[src/rtl/regbank_write_arbiter.sv]
// Round-robin arbiter for the single write port (WE3/A3/WD3) of the
// register bank. It grants one writeback source per cycle and registers the
// winning write. Writes to the read-only constant registers 0 and 15 are
// consumed without a write enable and are flagged on RO_ERR.
module regbank_write_arbiter #(
  parameter int N_REQ  = 2,
  parameter int DATA_W = 32,
  parameter int ADDR_W = 4
) (
  input  logic                     CLK,
  input  logic                     RST,
  input  logic                     FREEZE,
  input  logic [N_REQ-1:0]         REQ_VALID,
  input  logic [N_REQ*ADDR_W-1:0]  REQ_ADDR,
  input  logic [N_REQ*DATA_W-1:0]  REQ_DATA,
  output logic [N_REQ-1:0]         REQ_READY,
  output logic                     WE3,
  output logic [ADDR_W-1:0]        A3,
  output logic [DATA_W-1:0]        WD3,
  output logic                     RO_ERR,
  output logic [1:0]               LAST_GRANT
);

  logic [1:0]        ptr_q, ptr_d;
  logic [1:0]        last_q, last_d;
  logic              we_q, we_d;
  logic              ro_q, ro_d;
  logic [ADDR_W-1:0] a_q, a_d;
  logic [DATA_W-1:0] wd_q, wd_d;

  logic              found;
  logic              fire;
  logic [1:0]        gidx;
  logic [ADDR_W-1:0] gaddr;
  logic [DATA_W-1:0] gdata;
  logic              g_is_ro;

  // Rotating priority scan starting at ptr_q; the first valid requester wins.
  always_comb begin
    int idx;
    found = 1'b0;
    gidx  = '0;
    idx   = 0;
    for (int k = 0; k < N_REQ; k++) begin
      idx = int'(ptr_q) + k;
      if (idx >= N_REQ) idx = idx - N_REQ;
      for (int i = 0; i < N_REQ; i++) begin
        if (!found && (idx == i) && REQ_VALID[i]) begin
          found = 1'b1;
          gidx  = 2'(i);
        end
      end
    end
  end

  // Grants are suppressed during reset and freeze; ready implies valid,
  // so a visible grant is always a handshake.
  assign fire = found && !RST && !FREEZE;

  // One-hot ready vector and selection of the winning address/data.
  always_comb begin
    REQ_READY = '0;
    gaddr     = '0;
    gdata     = '0;
    for (int i = 0; i < N_REQ; i++) begin
      if (gidx == 2'(i)) begin
        REQ_READY[i] = fire;
        gaddr        = REQ_ADDR[i*ADDR_W +: ADDR_W];
        gdata        = REQ_DATA[i*DATA_W +: DATA_W];
      end
    end
  end

  assign g_is_ro = (gaddr == '0) || (gaddr == ADDR_W'(15));

  // Next-state: advance the pointer past the winner and load the output stage.
  always_comb begin
    ptr_d  = ptr_q;
    last_d = last_q;
    we_d   = 1'b0;
    ro_d   = 1'b0;
    a_d    = a_q;
    wd_d   = wd_q;
    if (fire) begin
      ptr_d  = (gidx == 2'(N_REQ-1)) ? 2'd0 : gidx + 2'd1;
      last_d = gidx;
      we_d   = !g_is_ro;
      ro_d   = g_is_ro;
      a_d    = gaddr;
      wd_d   = gdata;
    end
  end

  // State registers; reset wins over any capture on the same edge.
  always_ff @(posedge CLK) begin
    if (RST) begin
      ptr_q  <= '0;
      last_q <= '0;
      we_q   <= 1'b0;
      ro_q   <= 1'b0;
      a_q    <= '0;
      wd_q   <= '0;
    end else begin
      ptr_q  <= ptr_d;
      last_q <= last_d;
      we_q   <= we_d;
      ro_q   <= ro_d;
      a_q    <= a_d;
      wd_q   <= wd_d;
    end
  end

  assign WE3        = we_q;
  assign A3         = a_q;
  assign WD3        = wd_q;
  assign RO_ERR     = ro_q;
  assign LAST_GRANT = last_q;

endmodule

[config.mk]
export PLATFORM = sky130hd
export DESIGN_NAME = regbank_write_arbiter
export DESIGN_NICKNAME = d
export VERILOG_FILES = /design/src/rtl/regbank_write_arbiter.sv
export SDC_FILE = /design/constraint.sdc
export NUM_CORES = 1
export LEC_CHECK = 0
export CORE_MARGIN = 2
export CORE_UTILIZATION = 36
export DETAILED_ROUTE_END_ITERATION = 7
export PLACE_DENSITY = 0.95
export SYNTH_ARGS = -nofsm -noshare
export SYNTH_HDL_FRONTEND = slang
export SYNTH_SLANG_ARGS = --single-unit
[constraint.sdc]
create_clock -name CLK -period 3.45 [get_ports CLK]
set_clock_uncertainty 0.05 [all_clocks]
set_input_delay 0.69 -clock CLK [delete_from_list [all_inputs] [get_ports CLK]]
set_output_delay 0.69 -clock CLK [all_outputs]
set_load 0.005 [all_outputs]
# After elaboration in Yosys (flattened, before gate mapping)

Index checks and enable logic that the tools add are counted.

Bits in registers: 42
Bits in latches: 0
RAM bits: 0
ROM bits: 0
Input port bits: 77
Output and inout port bits: 42
Word-level logic and storage cells: 54
Memories kept: 0

$add $sub $neg: 4
Multiply operators: 0
Divide/modulo/power cells: 0
Magnitude comparators: 2
Equality and inequality tests: 4
Shifts and indexed selects: 0
Multiplexer cells: 16
Bitwise logic cells: 1
Reductions and logical operators: 21

Operator list:

| kind                                                | number |
|---|---|
| 2-to-1 mux 32 bit                                   | 4 |
| == test 32 x 2 -> 1 bit, second input constant      | 2 |
| logical NOT 32 bit                                  | 2 |
| logical AND 1 bit                                   | 9 |
| 2-to-1 mux 4 bit                                    | 2 |
| 2-to-1 mux 1 bit                                    | 7 |
| logical NOT 1 bit                                   | 6 |
| 2-to-1 mux 2 bit                                    | 3 |
| == test 4 bit, second input constant                | 1 |
| logical NOT 4 bit                                   | 1 |
| subtractor 3 x 2 -> 4 bit, second input constant    | 1 |
| adder 2 x 1 -> 3 bit, second input constant         | 1 |
| >= comparator 3 x 2 -> 1 bit, second input constant | 1 |
| subtractor 2 x 2 -> 3 bit, second input constant    | 1 |
| adder 2 x 1 -> 2 bit, second input constant         | 1 |
| == test 2 x 1 -> 1 bit, second input constant       | 1 |
| >= comparator 2 bit, second input constant          | 1 |
| logical NOT 2 bit                                   | 1 |
| OR reduction 2 bit                                  | 1 |
| logical OR 1 bit                                    | 1 |
| inverter 1 bit                                      | 1 |

# Longest topological paths before layout

Depth after elaboration: 23
Mapped depth: 6
Depth with buffers taken out: 4

# Least setup slack after synthesis

Ideal clock, no wire load.

Path type: in2out
Start point: in REQ_VALID[0]
End point: out REQ_READY[1]
Arrival time: 1.300 ns
Required time: 2.710 ns
Setup slack: 1.410 ns
Stages on the path: 3
Buffers on the path: 1
Cell sequence: and2b_1 nor4_4 buf_4

Word-level cells in the longest chain between the ends: 17
Elaborated cells between the ends (all ways): 21
Classes of those cells: eq/ne (1); mux (8); reduce/logical (12)

RTL lines:

| what                           | RTL line | source |
|---|---|---|
| start: declaration             | 13       | `input logic [N_REQ-1:0] REQ_VALID,` |
| logical AND 1 bit              | 48       | `if (!found && (idx == i) && REQ_VALID[i]) begin` |
| 2-to-1 mux 1 bit               | 48       |  |
| logical NOT 1 bit              | 48       |  |
| logical AND 1 bit (2 in a row) | 48       |  |
| 2-to-1 mux 1 bit               | 48       |  |
| logical NOT 1 bit              | 48       |  |
| logical AND 1 bit (2 in a row) | 48       |  |
| 2-to-1 mux 1 bit               | 48       |  |
| logical NOT 1 bit              | 48       |  |
| logical AND 1 bit (2 in a row) | 48       |  |
| 2-to-1 mux 1 bit               | 48       |  |
| logical AND 1 bit (2 in a row) | 58       | `assign fire = found && !RST && !FREEZE;` |
| 2-to-1 mux 1 bit (*)           | 66       | `if (gidx == 2'(i)) begin` |
| end: declaration               | 16       | `output logic [N_REQ-1:0] REQ_READY,` |

Every way passes the cells marked *; elsewhere a longest branch is shown, timed or not.

# Worst setup path after layout

Start point: in REQ_VALID[1]
End point: out REQ_READY[1]

Word-level cells in the longest chain between the ends: 13
Elaborated cells between the ends (all ways): 17
Classes of those cells: eq/ne (1); mux (7); reduce/logical (9)

RTL lines:

| what                           | RTL line |
|---|---|
| logical AND 1 bit              | 48 |
| 2-to-1 mux 1 bit               | 48 |
| logical NOT 1 bit              | 48 |
| logical AND 1 bit (2 in a row) | 48 |
| 2-to-1 mux 1 bit               | 48 |
| logical NOT 1 bit              | 48 |
| logical AND 1 bit (2 in a row) | 48 |
| 2-to-1 mux 1 bit               | 48 |
| logical AND 1 bit (2 in a row) | 58 |
| 2-to-1 mux 1 bit (*)           | 66 |

Marked as above.

==> out/metrics.yaml <==
status:
  status: "finished, final reports clean"
clocking:
  cts_tree: "yes"
  cts.repair.resized: 0
  cts_setup_buffers: 0
  htreeDepth: 2
  cts_buffer_depth: 2
  root_buffer: "clkbuf_8"
  clk_latency_ns: 0.28
  clk_pin_slew_worst_paths_ns: 0.07
  cts_buffers: 5
  cts.sinks: 40
  hold_buffers: 0
critical_path:
  endpoint_kind: "output pin"
  startpoint_type: "input pin"
  critPathKind: "in -> out"
  worstPathRequired_ns: 2.71
  crit_fanout: 4
  cp.arrival_ns: 2.28
detailed_routing:
  vias_per_cell: 5.602
  drt_pass1_iterations: 5
  routed_wl_um: 5331
  avgRoutedWirePerCell_um: 16.56
  vias: 1804
  drtAntennaViolNets: 0
  post-route-drc-count: 0
  drtIter0Drc: 260
layout:
  multi_input_area_um2: 675.6
  layout_commonest_cell: "clkdlybuf4s50_1"
  final_util: 0.6649
  seqCellArea_um2: 800.8
  drive_gt1_frac: 0.05926
  fin_nets: 346
  diodes: 0
  final_cell_mix: "clkdlybuf4s50_1 (117), dfxtp_1 (40), nor2_1 (37)"
  fillers: 357
  finalInstanceArea_um2: 2855
  area_delta_synth_final_pct: 81.40
synth:
  synth-simple-area-share: 0.1582
  seq_area_frac_synth: 0.5087
  synth_edf_count: 0
  syn-num-nets: 232
  synthArstFlopShare: 0
  muxShareOfSynthArea: 0.02544
  ys.warnings.count: 0
  synth_seq_cells: 40
  synth_top_family_by_area: "compound AO/OA/AOI/OAI gates"
  synth.cell_area_um2: 1574
  synthAdderAreaFrac: 0
  synth-xor-area-share: 0
  synth_flop_cell: "dfxtp_1"
  synth.distinct_cells: 24
  synth_compound_area_frac: 0.2361
  syn_avg_cell_area_um2: 10.15
  syn_inst: 155
global_route:
  met2_usage: 0.3577
  grt_pass1_vias: 1783
  gr-total-overflow: 0
  grt_max_degree: 33
  grt.busiest_layer: "met2"
  grt_pass1_wl_um: 8431
  antenna_found_initial: 0
  met1_usage: 0.2662
  globalRouteTotalUtil: 0.2122
  grt.met3_usage: 0.05339
flow_run:
  maxCapViolations: 0
floorplanning:
  coreArea_um2: 4294
  start_util: 0.3666
  dieArea_um2: 4917
  ios: 119
  rows: 24
  die-width_um: 70.12
  die-height_um: 70.12
power_and_ir_drop:
  power_w: 0.001036
  ir_drop_v: 0.0002860
  powerDensity_nw_per_um2: 362.9
  p_leak_nw: 1.063
worst_hold_path:
  min_path_type: "reg -> reg"
placement:
  placed_area_um2: 2765
  port_buffers: 117
  dp_slack_ns: 0.4015
  dp_hpwl_um: 3901
  place.gp.congestion: 0.7826
sta:
  grt_setup_unrepaired: "false"
  fmax_ghz: 0.3309
  hold_viol: 0
  fin_crit_ns: 3.023
  finalSetupTns_ns: 0
  relSlewSlack: 0.5963
  finalCritPeriodShare: 0.8761
  setup_violations: 0
  fin_ws_ns: 0.4275
  final-max-slew-violation-count: 0
  worst_slew_pin_slew_ns: 0.6033
per-stage QoR:
step	instances	hold WS, ns
2_1_floorplan	155	0.4223
3_3_place_gp	314	0.4180
3_5_place_dp	314	0.4212
4_1_cts	322	0.4344
5_1_grt	322	0.4574
6_report	322	0.4324
cells by family (layout without fill, tap and decap cells):
family	count (synthesis)	after routing
simple gates	51	51
compound gates	41	41
flops	40	40
buf+inv	18	133
mux	4	4
other cells	1	1
sequential cells by signal (all words and copies together), names as in the netlist:
| signal | flops |
|---|---|
| WD3 | 32 |
| WE3 | 1 |
| ptr_q | 1 |
| LAST_GRANT | 1 |
| RO_ERR | 1 |
| A3 | 4 |
where the power goes:
group / leakage [nW] / internal, W / switching, W
clock network: 0.0455 / 0.000163 / 0.000149
logic: 0.690 / 0.000149 / 0.0000759
registers: 0.327 / 0.000486 / 0.0000130
total: 1.06 / 0.000798 / 0.000238
cell usage after synthesis (2+ instances only):
library cell | count | area, um2
nor2_1 | 37 | 138.9
dfxtp_1 | 40 | 800.8
o21ai_1 | 6 | 30.03
a222oi_1 | 32 | 320.3
buf_6 | 3 | 33.78
nor4_1 | 2 | 12.51
inv_2 | 2 | 7.510
nand3b_1 | 4 | 30.03
buf_4 | 4 | 30.03
buf_2 | 3 | 15.01
clkbuf_1 | 6 | 22.52
mux2i_1 | 4 | 40.04
critical path, cell delays in order:
cell and delay, ns:
clkdlybuf4s50_1 0.58, inv_2 0.09, nor4_4 0.35, clkdlybuf4s50_1 0.58
layer usage:
layer,vias to the layer above,wire length (um)
met5,-,0
met4,0,110
met3,12,391
met2,98,2687
met1,856,2142
li1,838,-
final timing paths:
kind / startpoint / end / slack [ns] / depth (start not counted)
hold reg to reg: A3[3] / A3[3] / 0.43 / 2
setup / recovery: REQ_VALID[1] / REQ_READY[1] / 0.43 / 4
setup reg to reg: ptr_q[0] / WD3[14] / 1.81 / 5
hold / removal: A3[3] / A3[3] / 0.43 / 2
final cells by class:
| cell class | instances | area share |
|---|---|---|
| Tap cell | 52 | 0.02279 |
| Multi-Input combinational cell | 97 | 0.2366 |
| Clock buffer | 8 | 0.03155 |
| Timing Repair Buffer | 123 | 0.4259 |
| Sequential cell | 40 | 0.2805 |
| Inverter | 2 | 0.002629 |
No activity file was read; power rests on OpenSTA's default activity.
==> variant 1, RTL diff (same flow settings) <==
Set the parameter `N_REQ` to 4 (it was 2).
--- a/src/rtl/regbank_write_arbiter.sv
+++ b/src/rtl/regbank_write_arbiter.sv
@@ -4,5 +4,5 @@
 // consumed without a write enable and are flagged on RO_ERR.
 module regbank_write_arbiter #(
-  parameter int N_REQ  = 2,
+  parameter int N_REQ  = 4,
   parameter int DATA_W = 32,
   parameter int ADDR_W = 4
Ports: changed (resized REQ_ADDR, REQ_DATA, REQ_READY and REQ_VALID); port bits go from 119 to 195. The function was not compared with the original's and may differ.
==> variant 1 against the original RTL <==
Core utilization increased by 0.22 points. Worst setup slack got worse by 0.31 ns. Maximum frequency decreased by 9.2%. Critical path type unchanged. Sequential cell count increased by 2. Area after synthesis increased by 66%. Final area increased by 67%. Register-to-register slack got worse by 0.97 ns. Combinational power increased to 4.1 times the old value. Largest cell class unchanged. Total power increased by 83%. Routed wire length increased by 88%.
==> variant 1: results (changes against the original RTL) <==
| Metric | Value |
|---|---|
| Peak VDD IR | `0.177 mV (-38%)` |
| Drt first pass iters | `4 (-1)` |
| Max_slew headroom | `53.4% (-6.2 points)` |
| Status | `completed` |
| Worst Setup SP | `REQ_VALID[3]` |
| Starting DRT DRC Count | `145 (-44%)` |
| Yosys warns | `0 (unchanged)` |
| NumNets Final | `671 (+94%)` |
| Seq/Total Area, Yosys | `32.2% (-19 points)` |
| Post-DP HPWL | `7.47 mm (+91%)` |
| Cell leakage power | `1.69 nW (+59%)` |
| Vias in the first global route | `3,077 (+73%)` |
| Most common library cells after synthesis | `a21oi_1 (43), dfxtp_1 (42), nand3b_1 (35), o21ai_1 (34)` |
| DP Cell Count | `608 (+94%)` |
| Hold Crit Start | `A3[2]` |
| Syn_nets | `493 (+110%)` |
| DR vias/cell | `5.39 (-3.7%)` |
| Total GRT Usage | `23.3% (+2.1 points)` |
| Compound-Gate Fraction of Synth Area | `29.7% (+6.1 points)` |
| NetSw | `616 uW (+160%)` |
| Wire per inst | `16.3 microns (-1.6%)` |
| First-pass GRT wire length | `14.5 mm (+72%)` |
| Syn_area_per_cell | `7.74 sq um (-24%)` |
| Mux contribution to synthesized area | `0% (-2.5 points)` |
| I/O Buffers | `194 (+66%)` |
| Worst r2r src | `ptr_q[1]` |
| Placer Congestion | `0.844 (+7.8%)` |
| Netlist cell types | `29 (+21%)` |
| Crit path DAT | `2.59 ns (+0.31 ns)` |
| Critical path peak fanout | `4 (unchanged)` |
| Pin count of the biggest net entering global routing | `75 (+130%)` |
| Share of post-route cells with drive strength above 1 | `5.42% (-0.51 points)` |
| CTS Buf Count | `5 (unchanged)` |
| CP max stage delay | `0.55 ns (-0.03 ns)` |
| Synth top area cells | `dfxtp_1 (32%), a221oi_1 (11%), nand3b_1 (10%)` |
[variant 1: changes by cell type after synthesis, sizes merged, moves of 4 or more]
cell | unedited run | this run
a21oi | 0 | 43
a221oi | 0 | 32
a222oi | 32 | 0
buf | 10 | 16
clkbuf | 6 | 19
ha | 0 | 4
inv | 2 | 7
mux2i | 4 | 0
nand2 | 1 | 13
nand3b | 4 | 35
nor2 | 37 | 5
nor2b | 1 | 33
nor3 | 0 | 33
o21ai | 6 | 34
[variant 1: layer usage]
layer / share of wire [%] / track usage [%] / up-vias
li1: - / - / 1613
met1: 37 / 26.7 / 1519
met2: 49 / 41.2 / 171
met3: 11 / 7.11 / 20
met4: 2.1 / 7.87 / 0
met5: 0 / 0 / -
[variant 1: path summary, 6_finish.rpt]
kind	endpoint	slack, ns	depth (start not counted)
max reg2reg	WE3	0.84	12
min	A3[2]	0.41	2
max	REQ_READY[0]	0.12	7
min reg2reg	A3[2]	0.41	2
[variant 1: critical path, delay by kind of cell]
family	cells	cell delay [ns]
AO/OA/AOI/OAI	2	0.43
buffers and inverters	3	1.08
AND/OR/NAND/NOR	1	0.14
adder cells (fa/ha/maj)	1	0.23
[variant 1: final cells by class]
cell class                      instances  area (sq um)
Timing Repair Buffer                  206          2050
Inverter                                7          26.3
Clock buffer                            7          76.3
Multi-Input combinational cell        254          1610
Fill cell                             625          2380
Sequential cell                        42           841
Clock inverter                          1          30.0
Tap cell                               99           124
[variant 1: power by group through the flow]
stage | logic, mW | clock network (mW) | registers, mW
after global placement | 0.883 | 0 | 0.604
after CTS | 0.915 | 0.388 | 0.599
after floorplan | 0.461 | 0 | 0.611
final | 0.919 | 0.380 | 0.600
after global routing | 1.00 | 0.407 | 0.608
after detailed placement | 0.910 | 0 | 0.610
[variant 1: metrics by stage]
stage / setup slack (ns) / cell area [sq um] / hold WS (ns)
after floorplan: 0.641 / 2620 / 0.403
after global placement: 0.122 / 4630 / 0.393
after detailed placement: 0.00919 / 4630 / 0.399
after CTS: 0.0153 / 4740 / 0.411
after global routing: -0.00337 / 4760 / 0.427
final: 0.122 / 4760 / 0.408
[variant 1: cell families (layout without fill, tap and decap cells)]
logic type	count (synthesis)	in the layout
adder cells (fa/ha/maj)	4	4
AO/OA/AOI/OAI	123	123
flip-flops	42	42
AND/OR/NAND/NOR	127	127
buffers and inverters	42	221
==> variant 2, RTL diff (same settings) <==
Without the edit above. Reset style: asynchronous (`RST`), changed in one clocked block.
--- a/src/rtl/regbank_write_arbiter.sv
+++ b/src/rtl/regbank_write_arbiter.sv
@@ -93,5 +93,5 @@
 
   // State registers; reset wins over any capture on the same edge.
-  always_ff @(posedge CLK) begin
+  always_ff @(posedge CLK or posedge RST) begin
     if (RST) begin
       ptr_q  <= '0;
Function: differs if RST is asserted again (counterexample within 4 cycles, from zero or initial values and one cycle with RST high); with RST held inactive, the same outputs for 10 cycles.
==> variant 2 against the original RTL <==
Worst setup slack better by 0.17 ns. Sequential share of layout area is 3.4 points higher. Area after synthesis rose by 21%. Routed wire length is 10% higher. Via count increased by 1.3%. Global-route usage decreased by 0.57 points. Final area up 11%. Sequential cell count is the same. Non-clock buffer count decreased by 1. Register-to-register slack improved by 0.11 ns. Critical path depth up 1. Worst hold slack lost 0.0030 ns. Critical path type unchanged. Critical endpoint is now REQ_READY[0].
Power is not compared: it rests on default switching activity, and its combinational part moved more than twofold at a synthesized area within 25%.
==> variant 2: results (changes against the original RTL) <==
| Metric | Value |
|---|---|
| Status | `completed` |
| Share of post-route cells with drive strength above 1 | `6.57% (+0.64 points)` |
| First-pass GRT wire length | `9.69 mm (+15%)` |
| DR vias | `1,828 (+1.3%)` |
| DP Cell Count | `336 (+7.0%)` |
| Syn_nets | `237 (+2.2%)` |
| Hold Path Class | `register to register` |
| Total GRT Usage | `20.6% (-0.57 points)` |
| Final WL | `5.88 mm (+10%)` |
| Drt first pass iters | `4 (-1)` |
| Crit path DAT | `2.12 ns (-0.16 ns)` |
| Wire per inst | `17.1 microns (+3.2%)` |
| Starting DRT DRC Count | `127 (-51%)` |
| Most common library cells after synthesis | `dfrtp_1 (40), a221o_1 (32), a21boi_0 (26), buf_2 (7), a21boi_1 (6)` |
| I/O Buffers | `117 (unchanged)` |
| Placer Congestion | `0.806 (+3.0%)` |
| Netlist cell types | `29 (+21%)` |
| Post-DP HPWL | `4.30 mm (+10%)` |
| Seq/Total Area, Yosys | `52.4% (+1.5 points)` |
| Synth top area cells | `dfrtp_1 (52%), a221o_1 (17%), a21boi_0 (10%)` |
| Pin count of the biggest net entering global routing | `39 (+18%)` |
| Worst-Margin Slew | `0.692 ns (+0.0889 ns)` |
| Ys flop type | `dfrtp_1` |
| FILL cells | `441 (+24%)` |
| Async SR Flop Fraction | `100% (+100 points)` |
| Syn_area_per_cell | `11.9 sq um (+18%)` |
| Vias in the first global route | `1,989 (+12%)` |
variant 2: changes by cell type after synthesis, sizes merged, moves of 6 or more:
cell,delta
a222oi,-32
nand3,+6
nor2,-36
dfrtp,+40
a21boi,+32
dfxtp,-40
a221o,+32
variant 2: logic make-up after synthesis:
| logic type | after synthesis | synth area share, % |
|---|---|---|
| AO/OA/AOI/OAI | 80 | 34.3 |
| buffers and inverters | 20 | 6.81 |
| flip-flops | 40 | 52.4 |
| other | 1 | 0.196 |
| AND/OR/NAND/NOR | 19 | 6.35 |
variant 2: through the flow:
step / worst slack, ns / utilization, % / instance area (sq um)
2_1_floorplan: 1.46 / - / 1910
3_3_place_gp: 0.647 / 60.6 / 3090
3_5_place_dp: 0.609 / 60.6 / 3090
4_1_cts: 0.609 / 62.3 / 3180
5_1_grt: 0.537 / 62.3 / 3180
6_report: 0.593 / 62.3 / 3180
variant 2: area by class of cell:
| class | count | area (sq um) | share of cell area, % |
|---|---|---|---|
| Timing Repair Buffer | 122 | 1210 | 38.0 |
| Sequential cell | 40 | 1000 | 31.4 |
| Multi-Input combinational cell | 100 | 781 | 24.5 |
| Clock buffer | 8 | 90.1 | 2.83 |
| Tap cell | 70 | 87.6 | 2.75 |
| Inverter | 4 | 15.0 | 0.472 |
variant 2: per-layer routing:
metal  share of wire (%)  track usage [%]  wire length (microns)
met2                  49             33.5                   2850
met5                   0                0                      0
met1                  42             25.9                   2470
met4                 1.0             6.55                     59
met3                 8.4             6.94                    493
variant 2: power breakdown:
part	leakage (nW)	internal (mW)	switching (mW)
sequential	0.495	0.553	0.0467
clock	0.0455	0.163	0.149
combinational	0.772	0.309	0.147
total	1.31	1.02	0.342
variant 2: worst paths after layout:
| kind | cells past startpoint | slack (ns) | end | start |
|---|---|---|---|---|
| max | 5 | 0.59 | REQ_READY[0] | RST |
| min | 1 | 0.43 | LAST_GRANT[0] | LAST_GRANT[0] |
| max reg2reg | 5 | 1.92 | WD3[19] | ptr_q[0] |
| min reg2reg | 1 | 0.43 | LAST_GRANT[0] | LAST_GRANT[0] |
| max in group asynchronous | 3 | 1.95 | WD3[3] | RST |
| min in group asynchronous | 2 | 0.73 | WD3[5] | RST |
variant 2: critical path: stages:
cell	delay, ns
clkdlybuf4s50_1	0.44
nor2_2	0.23
nand3_1	0.16
inv_2	0.09
clkdlybuf4s50_1	0.51
